--- config.mk ---
export PLATFORM = sky130hd
export DESIGN_NAME = alu_seq_nb
export DESIGN_NICKNAME = d
export VERILOG_FILES = /design/src/rtl/alu_seq_nb.sv
export SDC_FILE = /design/constraint.sdc
export NUM_CORES = 1
export LEC_CHECK = 0
export ABC_AREA = 1
export BUFFER_PORTS_ARGS = -buffer_cell sky130_fd_sc_hd__buf_4
export CORE_AREA = 2 2 61 69
export DETAILED_ROUTE_END_ITERATION = 7
export DIE_AREA = 0 0 63 71
export GPL_ROUTABILITY_DRIVEN = 0
export PLACE_DENSITY = 0.67
export SKIP_CTS_REPAIR_TIMING = 1
export SLEW_MARGIN = 20
export SYNTH_ARGS = -nofsm -noshare
export SYNTH_HDL_FRONTEND = slang
export SYNTH_SLANG_ARGS = --single-unit
--- constraint.sdc ---
create_clock -name clk -period 1.3 [get_ports clk]
set_input_delay 0.195 -clock clk [delete_from_list [all_inputs] [get_ports clk]]
set_output_delay 0.195 -clock clk [all_outputs]
set_load 0.005 [all_outputs]
--- src/rtl/alu_seq_nb.sv ---
// N-bit ALU with valid/ready handshake and registered result/flags.
// Define ALU_SEQ_MUL_EN to build op 111 as an iterative shift-add multiplier.
module alu_seq_nb #(
   parameter int WIDTH = 8,
   parameter int CNT_W = $clog2(WIDTH) + 1
) (
   input  logic             clk,
   input  logic             rst_n,
   input  logic             in_valid,
   output logic             in_ready,
   input  logic [2:0]       op,
   input  logic [WIDTH-1:0] a,
   input  logic [WIDTH-1:0] b,
   input  logic             cin,
   output logic             out_valid,
   input  logic             out_ready,
   output logic [WIDTH-1:0] z,
   output logic             flag_c,
   output logic             flag_z,
   output logic             flag_n,
   output logic             flag_v
);
   localparam logic [2:0] OP_ADD = 3'b000, OP_SUB = 3'b001, OP_AND = 3'b010, OP_OR  = 3'b011,
                          OP_XOR = 3'b100, OP_PA  = 3'b101, OP_PB  = 3'b110, OP_MUL = 3'b111;
   localparam int MSB = WIDTH - 1;

`ifdef ALU_SEQ_MUL_EN
   typedef enum logic [1:0] {IDLE, BUSY, DONE} state_t;
`else
   typedef enum logic [1:0] {IDLE, DONE} state_t;
`endif

   state_t           state, state_nxt;
   logic             accept;
   logic [WIDTH:0]   sum;
   logic [WIDTH-1:0] b_eff, res;
   logic             res_c, res_v;
   logic             load, ld_c, ld_v;
   logic [WIDTH-1:0] ld_z;

`ifdef ALU_SEQ_MUL_EN
   logic [2*WIDTH-1:0] acc, mcand, acc_nxt;
   logic [WIDTH-1:0]   mplier;
   logic [CNT_W-1:0]   cnt;
   logic               start_mul, last_iter;

   always_comb begin
      start_mul = accept & (op == OP_MUL);
      last_iter = (cnt == CNT_W'(WIDTH - 1));
      acc_nxt   = acc + (mplier[0] ? mcand : '0);
   end

   always_ff @(posedge clk or negedge rst_n) begin
      if (!rst_n) begin
         acc    <= '0;
         mcand  <= '0;
         mplier <= '0;
         cnt    <= '0;
      end else if (start_mul) begin
         acc    <= '0;
         mcand  <= {{WIDTH{1'b0}}, a};
         mplier <= b;
         cnt    <= '0;
      end else if (state == BUSY) begin
         acc    <= acc_nxt;
         mcand  <= mcand << 1;
         mplier <= mplier >> 1;
         cnt    <= cnt + CNT_W'(1);
      end
   end
`endif

   // SUB is a + ~b + 1, so the carry-in slot carries the +1.
   always_comb begin
      b_eff = (op == OP_SUB) ? ~b : b;
      sum   = {1'b0, a} + {1'b0, b_eff} + {{WIDTH{1'b0}}, (op == OP_SUB) | cin};
      res   = '0;
      res_c = 1'b0;
      res_v = 1'b0;
      case (op)
         OP_ADD, OP_SUB: begin
            res   = sum[WIDTH-1:0];
            res_c = sum[WIDTH];
            res_v = (a[MSB] == b_eff[MSB]) & (sum[MSB] != a[MSB]);
         end
         OP_AND:  res = a & b;
         OP_OR:   res = a | b;
         OP_XOR:  res = a ^ b;
         OP_PA:   res = a;
         OP_PB:   res = b;
         OP_MUL:  res = '0;
         default: res = '0;
      endcase
   end

   // Result source: ALU on a single-cycle accept, accumulator on the final multiply step.
   always_comb begin
      load = accept;
      ld_z = res;
      ld_c = res_c;
      ld_v = res_v;
`ifdef ALU_SEQ_MUL_EN
      if (state == BUSY) begin
         load = last_iter;
         ld_z = acc_nxt[WIDTH-1:0];
         ld_c = |acc_nxt[2*WIDTH-1:WIDTH];
         ld_v = 1'b0;
      end else if (start_mul) begin
         load = 1'b0;
      end
`endif
   end

   always_ff @(posedge clk or negedge rst_n) begin
      if (!rst_n) begin
         z      <= '0;
         flag_c <= 1'b0;
         flag_z <= 1'b0;
         flag_n <= 1'b0;
         flag_v <= 1'b0;
      end else if (load) begin
         z      <= ld_z;
         flag_c <= ld_c;
         flag_z <= (ld_z == '0);
         flag_n <= ld_z[MSB];
         flag_v <= ld_v;
      end
   end

   always_ff @(posedge clk or negedge rst_n) begin
      if (!rst_n) state <= IDLE;
      else        state <= state_nxt;
   end

   // accept can only occur in IDLE or DONE since in_ready is low while BUSY.
   always_comb begin
      state_nxt = state;
      if (accept) begin
`ifdef ALU_SEQ_MUL_EN
         state_nxt = start_mul ? BUSY : DONE;
`else
         state_nxt = DONE;
`endif
      end else if (state == DONE && out_ready) begin
         state_nxt = IDLE;
`ifdef ALU_SEQ_MUL_EN
      end else if (state == BUSY && last_iter) begin
         state_nxt = DONE;
`endif
      end
   end

   always_comb begin
      in_ready  = (state == IDLE) | ((state == DONE) & out_ready);
      out_valid = (state == DONE);
      accept    = in_valid & in_ready;
   end
endmodule
==> impl_metrics.json <==
{
  "ff2ff_setup_slack_ns": -0.08,
  "dr.pass1.iters": 4,
  "max-cap-violations": 0,
  "final_cell_mix": "buf_4 (88), nand2_1 (49), inv_1 (44)",
  "core_um2": 3810,
  "num_vias": 1940,
  "grt_pass1_wl_mm": 7.88,
  "rr_startpoint": "state[0]",
  "path_class": "in -> reg",
  "cts_tree": "built",
  "dp_hpwl_mm": 3.84,
  "ant_nets": 0,
  "finish.instance_area_um2": 2770,
  "fp.dieArea_um2": 4470,
  "crit_path_top_delay_cell": "ha_4",
  "hp-class": "in -> async",
  "routed_wl_mm": 4.82,
  "relSlewSlack": 0.733,
  "comb_power_share": 0.561,
  "cts_made_buffers": 3,
  "initial_core_util": 0.434,
  "p_sw_uw": 706,
  "dpl_cell_area_um2": 2470,
  "synth_top_area_cell": "dfrtp_1",
  "row_count": 24,
  "crit_arrival_ns": 2.08,
  "fmax_mhz": 527,
  "p_leak_uw": 0.00149,
  "setup_viol": 11,
  "synthCells": 261,
  "end_kind": "register",
  "yosys_warnings": 0,
  "synth_area_leaders": "dfrtp_1 (18%), ha_1 (18%), nand2_1 (15%)",
  "synthSimpleGateAreaFrac": 0.349,
  "die_w_um": 63,
  "area_growth_pct": 67.3,
  "critPathMaxStageDelay_ns": 0.29,
  "clock_path_buffers": 2,
  "crit_fanout": 7,
  "syn_area_per_cell_um2": 6.34,
  "synth_mux_area_frac": 0,
  "synth_seq_area_share": 0.182,
  "clock-root-buffer": "clkbuf_8",
  "start_kind": "input pin",
  "syn_nets": 311,
  "clkTransAtPathRegs_ns": 0.05,
  "period_share": 1.46,
  "synth_fa_ha_area_frac": 0.206,
  "vias_per_cell": 4.74,
  "clkPwrFrac": 0.204,
  "hold-worst-slack_ns": 0.319,
  "grt_max_degree": 14,
  "failed_checks": "negative setup slack",
  "synth_compound_area_frac": 0.0772,
  "min_period_ns": 1.90,
  "drt_iter0_drc": 59,
  "io_pins": 38,
  "htreeDepth": 1,
  "track_usage": 0.219,
  "hold_viol": 0,
  "synthXorXnorAreaFrac": 0.0530,
  "tightest_slew_ns": 0.397,
  "ir_drop_mv": 0.347,
  "routedWlPerCell_um": 11.8,
  "drive_gt1_frac": 0.437,
  "fin_nets": 408,
  "cts.sinks": 12,
  "clock_latency_ns": 0.24,
  "rsz0062_at_grt": "yes",
  "fp.dieH_um": 71,
  "status": "finished, violations left",
  "crit_top_cell": "nand2_2",
  "post-place-ws_ns": -0.959,
  "placed_cells": 400,
  "yosys_register_bits": 12,
  "p_int_uw": 1270,
  "yosys.area.top_type_share": 0.182,
  "crit_chain": "buf_8 -> clkinv_4 -> nand2_4 -> nor2_4 -> buf_12 -> xor2_2 -> inv_2 -> ha_4 -> nand2_2 -> nand2_2 -> inv_2 -> nand2_2 -> nand2_1 -> nand2_2 -> nand2_2 -> nand3_2 -> nand2_1 -> nor2_2 -> nand3_1 -> nand2_1",
  "critPathRequiredTime_ns": 1.48,
  "overflow": 0,
  "powerDensity_nw_per_um2": 715,
  "synth_top_family_by_area": "simple AND/OR/NAND/NOR gates",
  "switching_share": 0.357,
  "grt_antenna_before_repair": 0,
  "worst_slack_ns": -0.596,
  "synth.distinct_cells": 24,
  "p_seq_frac": 0.235,
  "critical_path.startpoint": "op[1]",
  "skew_ns": 0.000324,
  "drc": 0,
  "synth_area_um2": 1650,
  "slew_viol_final": 0,
  "final_cells": 409,
  "grt_pass1_vias": 1844,
  "final_common_cell": "buf_4",
  "nFillCells": 307,
  "antennaDiodeCount": 0,
  "numPortBuffers": 37
}
## sequential cells by signal, summed over array words and instances (netlist names)
signal  count
flag_z      1
flag_v      1
flag_c      1
z           8
state       1
## cells by family (layout without fill, tap and decap cells)
| kind of cell | count (synthesis) | count (layout) |
|---|---|---|
| buffers and inverters | 57 | 153 |
| AOI/OAI and AO/OA | 22 | 22 |
| adders and majority gates | 26 | 26 |
| DFF | 12 | 12 |
| and+or+nand+nor | 134 | 134 |
| xor gates and xnor gates | 10 | 10 |
## stage by stage
| step | setup TNS [ns] | utilization | total power (uW) |
|---|---|---|---|
| after detailed placement | -8.67 | 0.649 | 1410 |
| after global routing | -6.25 | 0.726 | 2120 |
| final | -4.90 | 0.726 | 1980 |
| after global placement | -8.19 | 0.649 | 1400 |
| after floorplan | -5.71 | - | 948 |
| after CTS | -5.97 | 0.663 | 1820 |
## cells in the mapped netlist (all sizes together)
library cell / number
clkbuf: 1
inv: 52
nor2: 35
o21ai: 7
nor3: 4
ha: 24
clkinv: 1
fa: 2
nand4: 9
buf: 3
nand2: 66
a21oi: 4
nand3: 20
dfrtp: 12
o211ai: 3
a31oi: 4
xor2: 9
o22ai: 4
xnor2: 1
## routing by layer
metal | GRT usage | wire (um) | part of all wire | up-vias
li1 | - | - | - | 1010
met1 | 0.265 | 2080 | 0.43 | 887
met2 | 0.396 | 2490 | 0.52 | 36
met3 | 0.0111 | 129 | 0.027 | 7
met4 | 0.109 | 112 | 0.023 | 0
met5 | 0 | 0 | 0 | -
## power groups by stage
stage          combinational [uW]  sequential, uW  clock, uW
2_1_floorplan                 472             476          0
3_3_place_gp                  926             469          0
3_5_place_dp                  939             472          0
4_1_cts                       944             466        409
5_1_grt                      1220             473        426
6_report                     1110             465        404
## final cells by class
type                       instances  area [um^2]  area share
multi-input combinational        192         1380       0.499
timing repair buffer              96          762       0.275
sequential                        12          300       0.108
inverter                          53          204      0.0737
tap                               52         65.1      0.0235
clock buffer                       4         55.1      0.0199
## path summary, 6_finish.rpt
kind,endpoint,depth (start not counted)
max,flag_z,20
min in group clk,state[0],5
min reg2reg,flag_z,2
min,state[0],2
max reg2reg,z[7],6
max in group asynchronous,z[7],2
## worst max-delay path: cells and delay by family
family,cells,cell delay [ns]
fa+ha+maj,1,0.29
xor+xnor,1,0.15
simple gates,13,1.03
buf+inv,5,0.42
No activity file was read; power rests on OpenSTA's default activity.
